[config.mk]
export PLATFORM = sky130hd
export DESIGN_NAME = mem_wb_skid_flat
export DESIGN_NICKNAME = d
export VERILOG_FILES = /design/src/rtl/mem_wb_skid_if.sv /design/src/rtl/mem_wb_skid.sv /design/src/flat_wrapper.sv
export SDC_FILE = /design/constraint.sdc
export NUM_CORES = 1
export LEC_CHECK = 0
export ABC_CLOCK_PERIOD_IN_PS = 2100
export BUFFER_PORTS_ARGS = -buffer_cell sky130_fd_sc_hd__buf_4
export CAP_MARGIN = 20
export CORE_UTILIZATION = 54
export CTS_CLUSTER_DIAMETER = 50
export DETAILED_ROUTE_END_ITERATION = 7
export PLACE_DENSITY_LB_ADDON = 0.25
export REMOVE_ABC_BUFFERS = 1
export SLEW_MARGIN = 20
export SYNTH_ARGS = -nofsm -noshare
export SYNTH_HDL_FRONTEND = slang
export SYNTH_SLANG_ARGS = --single-unit
[constraint.sdc]
create_clock -name clk_in -period 2.1 [get_ports clk_in]
set_input_delay 0.21 -clock clk_in [delete_from_list [all_inputs] [get_ports clk_in]]
set_output_delay 0.21 -clock clk_in [all_outputs]
set_load 0.01 [all_outputs]
[src/rtl/mem_wb_skid_if.sv]
// MEM->WB stage bundle: mem-side inputs, write-port outputs and retire/occupancy status.
// The master drives the mem-side inputs; the slave is the pipeline register itself.
interface mem_wb_skid_if #(
  parameter int DATA_W     = 32,
  parameter int RADDR_W    = 5,
  parameter int CSR_ADDR_W = 12
);
  logic                  valid_in;
  logic                  ready_out;
  logic                  flush_in;
  logic                  stall_in;
  logic [DATA_W-1:0]     reg_wdata_in;
  logic [RADDR_W-1:0]    reg_waddr_in;
  logic                  reg_we_in;
  logic [DATA_W-1:0]     csr_wdata_in;
  logic [CSR_ADDR_W-1:0] csr_waddr_in;
  logic                  csr_we_in;
  logic                  valid_out;
  logic [DATA_W-1:0]     reg_wdata_out;
  logic [RADDR_W-1:0]    reg_waddr_out;
  logic                  reg_we_out;
  logic [DATA_W-1:0]     csr_wdata_out;
  logic [CSR_ADDR_W-1:0] csr_waddr_out;
  logic                  csr_we_out;
  logic                  instret_incr_out;
  logic [1:0]            occupancy_out;

  modport master (
    output valid_in, flush_in, stall_in,
    output reg_wdata_in, reg_waddr_in, reg_we_in,
    output csr_wdata_in, csr_waddr_in, csr_we_in,
    input  ready_out, valid_out,
    input  reg_wdata_out, reg_waddr_out, reg_we_out,
    input  csr_wdata_out, csr_waddr_out, csr_we_out,
    input  instret_incr_out, occupancy_out
  );

  modport slave (
    input  valid_in, flush_in, stall_in,
    input  reg_wdata_in, reg_waddr_in, reg_we_in,
    input  csr_wdata_in, csr_waddr_in, csr_we_in,
    output ready_out, valid_out,
    output reg_wdata_out, reg_waddr_out, reg_we_out,
    output csr_wdata_out, csr_waddr_out, csr_we_out,
    output instret_incr_out, occupancy_out
  );
endinterface

[src/rtl/mem_wb_skid.sv]
// MEM->WB pipeline register with a one-entry skid buffer so ready toward MEM is registered.
// Carries GPR and CSR writeback fields and emits one instret pulse per retired instruction.
module mem_wb_skid #(
  parameter int DATA_W      = 32,
  parameter int RADDR_W     = 5,
  parameter int CSR_ADDR_W  = 12,
  parameter bit ZERO_REG_WE = 1'b0
) (
  input logic          clk_in,
  input logic          reset_n_in,
  mem_wb_skid_if.slave bus
);

  typedef struct packed {
    logic [DATA_W-1:0]     reg_wdata;
    logic [RADDR_W-1:0]    reg_waddr;
    logic                  reg_we;
    logic [DATA_W-1:0]     csr_wdata;
    logic [CSR_ADDR_W-1:0] csr_waddr;
    logic                  csr_we;
  } entry_t;

  // HALF: only OUT is live. FULL: OUT and SKID are both live, SKID being the younger.
  typedef enum logic [1:0] {
    EMPTY = 2'd0,
    HALF  = 2'd1,
    FULL  = 2'd2
  } state_t;

  state_t state_q;
  state_t state_d;
  entry_t out_q;
  entry_t skid_q;
  entry_t in_entry;
  logic   accept;
  logic   load_out_in;
  logic   load_out_skid;
  logic   load_skid;
  logic   live;
  logic   valid_int;

  assign in_entry = '{
    reg_wdata: bus.reg_wdata_in,
    reg_waddr: bus.reg_waddr_in,
    reg_we:    bus.reg_we_in,
    csr_wdata: bus.csr_wdata_in,
    csr_waddr: bus.csr_waddr_in,
    csr_we:    bus.csr_we_in
  };

  assign accept = bus.valid_in & (state_q != FULL);

  always_comb begin
    state_d       = state_q;
    load_out_in   = 1'b0;
    load_out_skid = 1'b0;
    load_skid     = 1'b0;
    if (bus.flush_in) begin
      state_d = EMPTY;
    end else begin
      case (state_q)
        EMPTY: begin
          if (accept) begin
            load_out_in = 1'b1;
            state_d     = HALF;
          end
        end
        HALF: begin
          if (bus.stall_in) begin
            if (accept) begin
              load_skid = 1'b1;
              state_d   = FULL;
            end
          end else if (accept) begin
            load_out_in = 1'b1;
          end else begin
            state_d = EMPTY;
          end
        end
        FULL: begin
          if (!bus.stall_in) begin
            load_out_skid = 1'b1;
            state_d       = HALF;
          end
        end
        default: state_d = EMPTY;
      endcase
    end
  end

  always_ff @(posedge clk_in) begin
    if (!reset_n_in) begin
      state_q <= EMPTY;
    end else begin
      state_q <= state_d;
    end
  end

  // Payload registers are not cleared on flush; the valid state masks them instead.
  always_ff @(posedge clk_in) begin
    if (!reset_n_in) begin
      out_q  <= '0;
      skid_q <= '0;
    end else begin
      if (load_out_in) begin
        out_q <= in_entry;
      end else if (load_out_skid) begin
        out_q <= skid_q;
      end
      if (load_skid) begin
        skid_q <= in_entry;
      end
    end
  end

  // While reset is held every output is forced idle, including the cycle it is first seen.
  assign live      = reset_n_in;
  assign valid_int = live & (state_q != EMPTY);

  assign bus.ready_out        = ~live | (state_q != FULL);
  assign bus.valid_out        = valid_int;
  assign bus.reg_wdata_out    = live ? out_q.reg_wdata : '0;
  assign bus.reg_waddr_out    = live ? out_q.reg_waddr : '0;
  assign bus.reg_we_out       = valid_int & out_q.reg_we & (ZERO_REG_WE | (out_q.reg_waddr != '0));
  assign bus.csr_wdata_out    = live ? out_q.csr_wdata : '0;
  assign bus.csr_waddr_out    = live ? out_q.csr_waddr : '0;
  assign bus.csr_we_out       = valid_int & out_q.csr_we;
  assign bus.instret_incr_out = valid_int & ~bus.stall_in & ~bus.flush_in;
  assign bus.occupancy_out    = !live          ? 2'd0 :
                                (state_q == FULL) ? 2'd2 :
                                (state_q == HALF) ? 2'd1 : 2'd0;

endmodule

[src/flat_wrapper.sv]
// flat-port wrapper written by rule: the top's interface ports become plain ports
module mem_wb_skid_flat 
#(
  parameter int DATA_W      = 32,
  parameter int RADDR_W     = 5,
  parameter int CSR_ADDR_W  = 12,
  parameter bit ZERO_REG_WE = 1'b0
)
  (clk_in, reset_n_in, bus_valid_in, bus_flush_in, bus_stall_in, bus_reg_wdata_in, bus_reg_waddr_in, bus_reg_we_in, bus_csr_wdata_in, bus_csr_waddr_in, bus_csr_we_in, bus_ready_out, bus_valid_out, bus_reg_wdata_out, bus_reg_waddr_out, bus_reg_we_out, bus_csr_wdata_out, bus_csr_waddr_out, bus_csr_we_out, bus_instret_incr_out, bus_occupancy_out);
  mem_wb_skid_if #(.DATA_W(DATA_W), .RADDR_W(RADDR_W), .CSR_ADDR_W(CSR_ADDR_W)) bus_i ();
  input logic clk_in;
  input logic reset_n_in;
  input wire logic [$bits(bus_i.valid_in)-1:0] bus_valid_in;
  input wire logic [$bits(bus_i.flush_in)-1:0] bus_flush_in;
  input wire logic [$bits(bus_i.stall_in)-1:0] bus_stall_in;
  input wire logic [$bits(bus_i.reg_wdata_in)-1:0] bus_reg_wdata_in;
  input wire logic [$bits(bus_i.reg_waddr_in)-1:0] bus_reg_waddr_in;
  input wire logic [$bits(bus_i.reg_we_in)-1:0] bus_reg_we_in;
  input wire logic [$bits(bus_i.csr_wdata_in)-1:0] bus_csr_wdata_in;
  input wire logic [$bits(bus_i.csr_waddr_in)-1:0] bus_csr_waddr_in;
  input wire logic [$bits(bus_i.csr_we_in)-1:0] bus_csr_we_in;
  output wire logic [$bits(bus_i.ready_out)-1:0] bus_ready_out;
  output wire logic [$bits(bus_i.valid_out)-1:0] bus_valid_out;
  output wire logic [$bits(bus_i.reg_wdata_out)-1:0] bus_reg_wdata_out;
  output wire logic [$bits(bus_i.reg_waddr_out)-1:0] bus_reg_waddr_out;
  output wire logic [$bits(bus_i.reg_we_out)-1:0] bus_reg_we_out;
  output wire logic [$bits(bus_i.csr_wdata_out)-1:0] bus_csr_wdata_out;
  output wire logic [$bits(bus_i.csr_waddr_out)-1:0] bus_csr_waddr_out;
  output wire logic [$bits(bus_i.csr_we_out)-1:0] bus_csr_we_out;
  output wire logic [$bits(bus_i.instret_incr_out)-1:0] bus_instret_incr_out;
  output wire logic [$bits(bus_i.occupancy_out)-1:0] bus_occupancy_out;
  assign bus_i.valid_in = bus_valid_in;
  assign bus_i.flush_in = bus_flush_in;
  assign bus_i.stall_in = bus_stall_in;
  assign bus_i.reg_wdata_in = bus_reg_wdata_in;
  assign bus_i.reg_waddr_in = bus_reg_waddr_in;
  assign bus_i.reg_we_in = bus_reg_we_in;
  assign bus_i.csr_wdata_in = bus_csr_wdata_in;
  assign bus_i.csr_waddr_in = bus_csr_waddr_in;
  assign bus_i.csr_we_in = bus_csr_we_in;
  assign bus_ready_out = bus_i.ready_out;
  assign bus_valid_out = bus_i.valid_out;
  assign bus_reg_wdata_out = bus_i.reg_wdata_out;
  assign bus_reg_waddr_out = bus_i.reg_waddr_out;
  assign bus_reg_we_out = bus_i.reg_we_out;
  assign bus_csr_wdata_out = bus_i.csr_wdata_out;
  assign bus_csr_waddr_out = bus_i.csr_waddr_out;
  assign bus_csr_we_out = bus_i.csr_we_out;
  assign bus_instret_incr_out = bus_i.instret_incr_out;
  assign bus_occupancy_out = bus_i.occupancy_out;
  mem_wb_skid #(.DATA_W(DATA_W), .RADDR_W(RADDR_W), .CSR_ADDR_W(CSR_ADDR_W), .ZERO_REG_WE(ZERO_REG_WE)) u_core (.clk_in(clk_in), .reset_n_in(reset_n_in), .bus(bus_i));
endmodule
==> results.txt, run 1 <==
----------------------------------------------------
[Timing]
  Final WS setup ... 0.2718 ns
  Setup violators final ... 0
  Shortest clock period the worst path allows after layout ... 1.828 ns
  Final slew viol count ... 0
  FMAX ... 0.5470 GHz
  Period utilization ... 87.06%
  Measured slew at the worst slew-check pin ... 0.7855 ns
  RSZ-0062 raised after global routing ... no
  Fin Hold WS ... 0.04792 ns
  Headroom to the max-slew limit ... 47.63%
  Number of failing hold endpoints at the final stage ... 0
  Fin Clk Skew ... 0.007548 ns

[Clocking]
  Clk_lat worst skew ... 0.42 ns
  Clock tree from TritonCTS ... done
  Total setup buffers inserted after CTS ... 0
  Number of instances resized during post-cts repair ... 0
  Clock buffer count from CTS ... 17
  H-tree levels ... 4
  Buffer levels on the longest clock path ... 2
  Post-CTS Hold Fix Bufs ... 0
  TritonCTS sink count ... 168
  Reg clk slew, reported paths ... 0.06 ns
  Root Buffer Master ... sky130_fd_sc_hd__clkbuf_16

[Pwr]
  Total power draw ... 7.356 mW
  Cell area power density ... 755.0 mW/mm²
  Worst vdd rail ir drop ... 0.5193 mV
  Switching power ... 1.743 mW
  Part of the total power dissipated in combinational logic ... 11.6%
  Clk pwr share ... 42.5%
  Fraction of power consumed by sequential logic ... 45.9%
  Switching portion of total power ... 23.69%
  P_leak ... 3.685 nW
  Pint ... 5.614 mW

[Synth]
  Number of library cell types mapped by synthesis ... 30
  Area of the mapped netlist ... 0.007874 mm²
  Syn Inst Count ... 969
  Synth Area per Inst ... 8.126 µm²
  Most frequently used cell type in the post-synthesis netlist ... sky130_fd_sc_hd__nand2_1
  Dominant register cell in the synthesized netlist ... sky130_fd_sc_hd__dfxtp_1
  Seq/Total Area, Yosys ... 42.71%
  Yosys synthesis warning count ... 0
  Seq cells post-synth ... 168
  Share of the synthesized area in the top cell type ... 42.71%
  Cells taking the most area after synthesis ... sky130_fd_sc_hd__dfxtp_1 43%, sky130_fd_sc_hd__nand2_1 8.1%, sky130_fd_sc_hd__a21boi_1 7.9%, sky130_fd_sc_hd__o31ai_1 7.9%, sky130_fd_sc_hd__a31oi_1 6.6%
  Number of enable flip-flop cells after synthesis ... 0
  Proportion of register bits with asynchronous set or reset after synthesis ... 0%
  Commonest cells in the synthesized netlist ... 169 x sky130_fd_sc_hd__nand2_1, 168 x sky130_fd_sc_hd__dfxtp_1
  Cell accounting for the most synthesized area ... sky130_fd_sc_hd__dfxtp_1

[Layout]
  Post-route cell area ... 0.009743 mm²
  Area occupied by registers ... 0.003363 mm²
  Net count, final ... 1,159
  Count of fill cells added during filler insertion ... 1,166
  Diodes inserted ... 0
  Layout overhead on the synthesized area ... 23.74%
  Fraction of layout cells with a size suffix above 1 ... 21.40%
  Share of the core filled with cells ... 69.38%
  Total area of multi-input combinational cells ... 0.003950 mm²

[Die]
  Site Rows ... 43
  Area of the die ... 0.01507 mm²
  Width of the die ... 122.8 µm
  Die Y ... 122.8 µm
  Initial cell density of the core ... 56.07%
  Placeable Area ... 0.01404 mm²
  Number of top-level pins ... 176

[Drt]
  Wirelength per Cell ... 15.51 µm
  Number of DRC violations after detailed routing ... 0
  Via count ... 7,280
  Iteration-0 DRC count of the detailed router ... 594
  Routed Antenna Nets ... 0
  Number of search-and-repair iterations in the first detailed-routing pass ... 5
  Aggregate routed wire length ... 19,610 µm
  Via count normalized by instance count ... 5.759

[Worst setup path]
  Reg2reg path depth ... 4
  Buffer and inverter count on the worst path ... 1
  CP peak stage delay ... 0.58 ns
  Critical-path cell with the highest stage delay ... sky130_fd_sc_hd__dfxtp_1
  Crit start category ... register
  R2r endpoint ... u_core.out_q[1]$_SDFFE_PN0P_
  Slack of the worst reg-to-reg path ... 0.30 ns
  RR Startpoint ... u_core.state_q[1]$_SDFFE_PP0P_
  Critical path class ... reg2out
  Cells along the critical path ... o21a_1 -> nor3b_1 -> buf_4
  Gate family responsible for the most delay along the worst path ... flip-flops
  Category of the worst setup path capture point ... primary output
  Highest fanout seen on the critical path ... 10
  Data required time at the worst endpoint ... 1.89 ns
  Worst setup path startpoint ... u_core.state_q[0]$_SDFFE_PP0P_
  Critical path capture point ... bus_instret_incr_out
  Number of stages on the worst setup path ... 3
  WP data arrival ... 1.62 ns

[Outcome]
  Status ... completed

[Global route]
  Pin count of the biggest net entering global routing ... 97
  Overall routing resource usage ... 26.34%
  Number of antenna violations at the first check in global routing ... 0
  Via count of the first global-routing pass ... 6,586
  Wire length of the first global-routing pass ... 31,770 µm
  Global-route congestion overflow total ... 0

[Placed design]
  Setup WS pre-CTS ... 0.3198 ns
  Final estimated routing congestion in global placement ... 0.7716
  I/O Buffers ... 175
  Instance area after placement ... 0.009148 mm²
  Half-perimeter wire length of the detailed placement result ... 11,490 µm

[Hold path]
  Path class of the lowest-slack min-delay path ... in2reg

[Run]
  Number of violations of the max-capacitance limit ... 0

----------------------------------------------------
## per-stage QoR
stage / std cells / TNS, ns
2_1_floorplan: 857 / -410.84
3_3_place_gp: 1232 / 0
3_5_place_dp: 1232 / 0
4_1_cts: 1264 / 0
5_1_grt: 1264 / 0
6_report: 1264 / 0
## cells by family (layout without fill, tap and decap cells)
logic type | after synthesis | count (layout) | synth area share (%)
AO/OA/AOI/OAI | 338 | 338 | 28.30
buffers and inverters | 113 | 228 | 7.500
flip-flops | 168 | 168 | 42.71
AND/OR/NAND/NOR | 350 | 350 | 21.48
## tightest hold or removal path, stage by stage
cell	delay, ns
sky130_fd_sc_hd__buf_4	0.11
sky130_fd_sc_hd__nand3_1	0.05
sky130_fd_sc_hd__a21boi_1	0.05
## layout by cell type, fill, tap and decap left out, types with 5 or more instances in the layout
cell | Yosys | routed
sky130_fd_sc_hd__o31ai_1 | 83 | 83
sky130_fd_sc_hd__and2_1 | 83 | 82
sky130_fd_sc_hd__buf_12 | 0 | 11
sky130_fd_sc_hd__a31oi_1 | 83 | 83
sky130_fd_sc_hd__o21ai_1 | 83 | 83
sky130_fd_sc_hd__clkbuf_8 | 0 | 5
sky130_fd_sc_hd__nand3_1 | 83 | 83
sky130_fd_sc_hd__nand2_1 | 169 | 168
sky130_fd_sc_hd__clkbuf_16 | 0 | 17
sky130_fd_sc_hd__buf_4 | 3 | 183
sky130_fd_sc_hd__a21boi_1 | 83 | 83
sky130_fd_sc_hd__dfxtp_1 | 168 | 168
## worst min path at each step
| stage | from | endpoint | slack, ns | cells after the start |
|---|---|---|---|---|
| 2_1_floorplan | reset_n_in | u_core.out_q[0]$_SDFFE_PN0P_ | 0.34 | 2 |
| 4_1_cts | bus_reg_wdata_in[27] | u_core.skid_q[78]$_SDFFE_PN0P_ | 0.04 | 3 |
| 5_1_grt | bus_reg_wdata_in[7] | u_core.skid_q[58]$_SDFFE_PN0P_ | 0.04 | 3 |
| 3_3_place_gp | u_core.out_q[81]$_SDFFE_PN0P_ | u_core.out_q[81]$_SDFFE_PN0P_ | 0.45 | 2 |
| 6_report | bus_csr_wdata_in[6] | u_core.skid_q[19]$_SDFFE_PN0P_ | 0.05 | 3 |
| 3_5_place_dp | u_core.out_q[64]$_SDFFE_PN0P_ | u_core.out_q[64]$_SDFFE_PN0P_ | 0.46 | 2 |
## area by class of cell
type                            instances  share of cell area [%]
Clock buffer                           25                   5.188
Clock inverter                          7                  0.9246
Inverter                                1                 0.03853
Multi-Input combinational cell        688                   40.54
Sequential cell                       168                   34.52
Tap cell                              180                   2.312
Timing Repair Buffer                  195                   16.48
## metal layers
metal  vias up  GRT usage (%)  wire (µm)
met5         -              0          0
met3        18          5.623       1206
met2       241          42.24       9319
li1       3637              -          -
met1      3384          35.41       8890
met4         0          7.851        194
## registers in the layout, indices dropped and copies added, names as in the netlist
register,cells
u_core.out_q,83
u_core.skid_q,83
u_core.state_q,2
## power groups by stage
stage / clock network [mW] / logic (mW) / registers (mW)
floorplan: 0 / 0.396 / 3.42
detailed placement: 0 / 0.848 / 3.44
CTS: 3.17 / 0.852 / 3.38
global route: 3.32 / 0.931 / 3.39
finish: 3.13 / 0.851 / 3.38
global placement: 0 / 0.837 / 3.44
No activity file was read; power rests on OpenSTA's default activity.
==> run 2, diff against run 1 <==
- ABC_AREA: default -> 1
- CAP_MARGIN: 20 -> 30
- CORE_UTILIZATION: 54 -> 55
- PLACE_DENSITY: default -> 0.91
- PLACE_DENSITY_LB_ADDON: 0.25 -> default
==> run 2 against run 1 <==
Against the previous run: synthesized cell count is 28% higher; core utilization is 2.4 points higher; count of clock-buffer cells in the layout stayed put; worst setup slack worse by 0.13 ns; critical endpoint is now bus_occupancy_out[1]; hold slack worse by 0.035 ns; via count is 16% higher; largest power group is now clock; highest routed layer unchanged; sequential power hardly changed; area after synthesis is 1.7% higher; non-clock buffer count is 4 higher; sequential share of layout area is 1.2 points lower; clock skew is 0.0014 ns lower.
==> results.txt, run 2 <==
----------------------------------------------------
[Drt]
  Aggregate routed wire length ... 21,710 µm (+11%)
  Wirelength per Cell ... 14.05 µm (-9.4%)
  Via count normalized by instance count ... 5.478 (-4.9%)
  Number of DRC violations after detailed routing ... 0 (unchanged)
  Via count ... 8,464 (+16%)
  Number of search-and-repair iterations in the first detailed-routing pass ... 6 (+1)
  Iteration-0 DRC count of the detailed router ... 995 (+68%)
  Routed Antenna Nets ... 0 (unchanged)

[Worst setup path]
  R2r endpoint ... u_core.skid_q[46]$_SDFFE_PN0P_
  WP data arrival ... 1.75 ns (+0.13 ns)
  Category of the worst setup path capture point ... primary output
  Data required time at the worst endpoint ... 1.89 ns (about the same)
  Critical path class ... reg2out
  Critical path capture point ... bus_occupancy_out[1]
  Slack of the worst reg-to-reg path ... 0.35 ns (+0.05 ns)
  Highest fanout seen on the critical path ... 42 (+32)
  Worst setup path startpoint ... u_core.state_q[1]$_SDFFE_PP0P_
  Reg2reg path depth ... 7 (+3)
  Crit start category ... register
  RR Startpoint ... u_core.state_q[1]$_SDFFE_PP0P_

[Layout]
  Net count, final ... 1,440 (+24%)
  Layout overhead on the synthesized area ... 25.89%
  Total area of multi-input combinational cells ... 0.003805 mm² (-3.7%)
  Largest registers ranked by flip-flop count ... u_core.out_q: 83 flops, u_core.skid_q: 83 flops, u_core.state_q: 2 flops
  Count of fill cells added during filler insertion ... 1,141 (-2.1%)
  Share of the core filled with cells ... 71.79% (+2.4 points)
  Fraction of layout cells with a size suffix above 1 ... 17.58% (-3.8 points)
  Area occupied by registers ... 0.003363 mm² (unchanged)
  Most frequent standard cell in the layout excluding fill and tap cells ... sky130_fd_sc_hd__nand2_1
  Diodes inserted ... 0 (unchanged)
  Most frequent cells in the layout ... 290 x sky130_fd_sc_hd__nand2_1, 219 x sky130_fd_sc_hd__nand3_1, 189 x sky130_fd_sc_hd__buf_4

[Synth]
  Simple-gate portion of the synthesized area ... 39.52% (+18 points)
  Number of library cell types mapped by synthesis ... 19 (-37%)
  Yosys synthesis warning count ... 0 (unchanged)
  Most frequently used cell type in the post-synthesis netlist ... sky130_fd_sc_hd__nand2_1
  Share of synthesized cell area in full adder, half adder and majority cells ... 0% (unchanged)
  Xor/xnor share of the synthesized area ... 0% (unchanged)
  Seq cells post-synth ... 168 (unchanged)
  Synth Area in Compound Gates ... 7.391% (-21 points)
  Dominant register cell in the synthesized netlist ... sky130_fd_sc_hd__dfxtp_1
  Area of the mapped netlist ... 0.008008 mm² (+1.7%)
  Synth Area per Inst ... 6.463 µm² (-20%)
  Cells taking the most area after synthesis ... sky130_fd_sc_hd__dfxtp_1 42%, sky130_fd_sc_hd__nand3_1 14%, sky130_fd_sc_hd__nand2_1 14%, sky130_fd_sc_hd__nor2_1 8.6%, sky130_fd_sc_hd__o21ai_0 5.7%
  Cell accounting for the most synthesized area ... sky130_fd_sc_hd__dfxtp_1
  Number of enable flip-flop cells after synthesis ... 0 (unchanged)
  Share of the synthesized area in the top cell type ... 42.00% (-0.71 points)
  Dominant combinational cell family by area after synthesis ... simple AND/OR/NAND/NOR gates
  Syn Inst Count ... 1,239 (+28%)
  Seq/Total Area, Yosys ... 42.00% (-0.71 points)
  Multiplexer area fraction after synthesis ... 0% (unchanged)
  Proportion of register bits with asynchronous set or reset after synthesis ... 0% (unchanged)
  Commonest cells in the synthesized netlist ... 292 x sky130_fd_sc_hd__nand2_1, 220 x sky130_fd_sc_hd__nand3_1, 183 x sky130_fd_sc_hd__nor2_1

[Global route]
  Global-route congestion overflow total ... 0 (unchanged)
  Pin count of the biggest net entering global routing ... 87 (-10%)
  Overall routing resource usage ... 29.32% (+3.0 points)
  Wire length of the first global-routing pass ... 35,360 µm (+11%)
  Via count of the first global-routing pass ... 7,653 (+16%)
  Number of antenna violations at the first check in global routing ... 0 (unchanged)

[Clocking]
  Reg clk slew, reported paths ... 0.06 ns (about the same)
  Clk_lat worst skew ... 0.43 ns (about the same)
  Total setup buffers inserted after CTS ... 0 (unchanged)
  Buffer levels on the longest clock path ... 2 (unchanged)
  Clock buffer count from CTS ... 17 (unchanged)
  H-tree levels ... 4 (unchanged)
  Clock tree from TritonCTS ... done
  Number of instances resized during post-cts repair ... 0 (unchanged)
  Root Buffer Master ... sky130_fd_sc_hd__clkbuf_16
  Post-CTS Hold Fix Bufs ... 0 (unchanged)
  TritonCTS sink count ... 168 (unchanged)

[Hold path]
  Hold wc startpoint ... bus_csr_wdata_in[4]
  Path class of the lowest-slack min-delay path ... in2reg

[Pwr]
  P_leak ... 5.578 nW (+51%)
  Part of the total power dissipated in combinational logic ... 10.7% (-0.9 points)
  Cell area power density ... 757.8 mW/mm² (+0.37%)
  Fraction of power consumed by sequential logic ... 43.9% (-2.0 points)
  Clk pwr share ... 45.4% (+2.9 points)
  Pint ... 5.859 mW (+4.4%)
  Worst vdd rail ir drop ... 0.5953 mV (+15%)
  Switching portion of total power ... 23.30% (-0.39 points)
  Switching power ... 1.780 mW (+2.2%)

[Die]
  Initial cell density of the core ... 57.03% (+0.95 points)
  Width of the die ... 122.7 µm (about the same)
  Die Y ... 122.7 µm (about the same)
  Placeable Area ... 0.01404 mm² (unchanged)
  Number of top-level pins ... 176 (unchanged)
  Site Rows ... 43 (unchanged)
  Area of the die ... 0.01505 mm² (-0.15%)

[Timing]
  Headroom to the max-slew limit ... 62.95% (+15 points)
  FMAX ... 0.5108 GHz (-6.6%)
  Fin Clk Skew ... 0.006139 ns (-0.001410 ns)
  Number of failing hold endpoints at the final stage ... 0 (unchanged)
  Period utilization ... 93.22% (+6.2 points)
  Measured slew at the worst slew-check pin ... 0.5557 ns (-0.2298 ns)
  Final slew viol count ... 0 (unchanged)
  Shortest clock period the worst path allows after layout ... 1.958 ns (+0.1294 ns)
  Sum of negative setup slack ... 0 ns (unchanged)
  RSZ-0062 raised after global routing ... no
  Setup violators final ... 0 (unchanged)

[Placed design]
  I/O Buffers ... 175 (unchanged)
  Final estimated routing congestion in global placement ... 0.8471 (+9.8%)
  Half-perimeter wire length of the detailed placement result ... 13,200 µm (+15%)

[Run]
  Number of violations of the max-capacitance limit ... 0 (unchanged)

[Outcome]
  Status ... completed

----------------------------------------------------
-- run 2: changes by cell type after synthesis, sizes merged, moves of 83 or more --
cell    previous run  this run
a21boi            83         0
inv                1       111
nand2            170       292
and2              83         0
o31ai             83         0
nor2               1       185
nand3             83       220
-- run 2: how the worst min path moves through the flow --
stage	to	slack, ns	depth (start not counted)
after floorplan	u_core.out_q[12]$_SDFFE_PN0P_	0.31	2
after global placement	u_core.skid_q[78]$_SDFFE_PN0P_	0.44	3
after detailed placement	u_core.skid_q[33]$_SDFFE_PN0P_	0.45	3
after CTS	u_core.skid_q[78]$_SDFFE_PN0P_	0.006	3
after global routing	u_core.skid_q[14]$_SDFFE_PN0P_	0.01	3
final	u_core.skid_q[17]$_SDFFE_PN0P_	0.01	3
-- run 2: layout make-up --
type,count,share of cell area [%]
multi-input combinational,855,37.74
clock inverter,7,1.340
clock buffer,25,5.213
tap,180,2.234
sequential,168,33.36
inverter,111,4.133
timing repair buffer,199,15.97
-- run 2: through the flow --
step	power [mW]	cells	area (µm²)	hold slack [ns]	worst slack (ns)
after global routing	7.889	1545	10080	0.01077	0.05993
after detailed placement	4.231	1513	9420	0.4475	0.4092
after global placement	4.211	1513	9420	0.4384	0.4751
after floorplan	3.791	1134	7536	0.3131	-3.668
after CTS	7.653	1545	10080	0.006249	0.1421
final	7.639	1545	10080	0.01267	0.1423
-- run 2: kinds of logic after synthesis --
group                  count (synthesis)
AOI/OAI and AO/OA                    118
buffers and inverters                216
DFF                                  168
and+or+nand+nor                      737
-- run 2: routing by layer --
layer | vias up | part of all wire, % | GRT usage, %
met4 | 0 | 1.7 | 11.28
met5 | - | 0 | 0
met3 | 34 | 8.6 | 5.716
li1 | 4154 | - | -
met1 | 3895 | 41 | 36.74
met2 | 381 | 48 | 49.47
-- run 2: critical path, stage by stage, from the launching register on --
cell,delay [ns]
sky130_fd_sc_hd__dfxtp_1,0.49
sky130_fd_sc_hd__inv_2,0.11
sky130_fd_sc_hd__nor2_4,0.19
sky130_fd_sc_hd__buf_12,0.26
sky130_fd_sc_hd__nand2_1,0.10
sky130_fd_sc_hd__inv_1,0.06
sky130_fd_sc_hd__buf_4,0.11
-- run 2: power groups by stage --
stage	logic, mW	registers [mW]	clock network, mW
2_1_floorplan	0.380	3.41	0
3_3_place_gp	0.792	3.42	0
3_5_place_dp	0.806	3.42	0
4_1_cts	0.812	3.36	3.49
5_1_grt	0.902	3.36	3.62
6_report	0.818	3.36	3.47
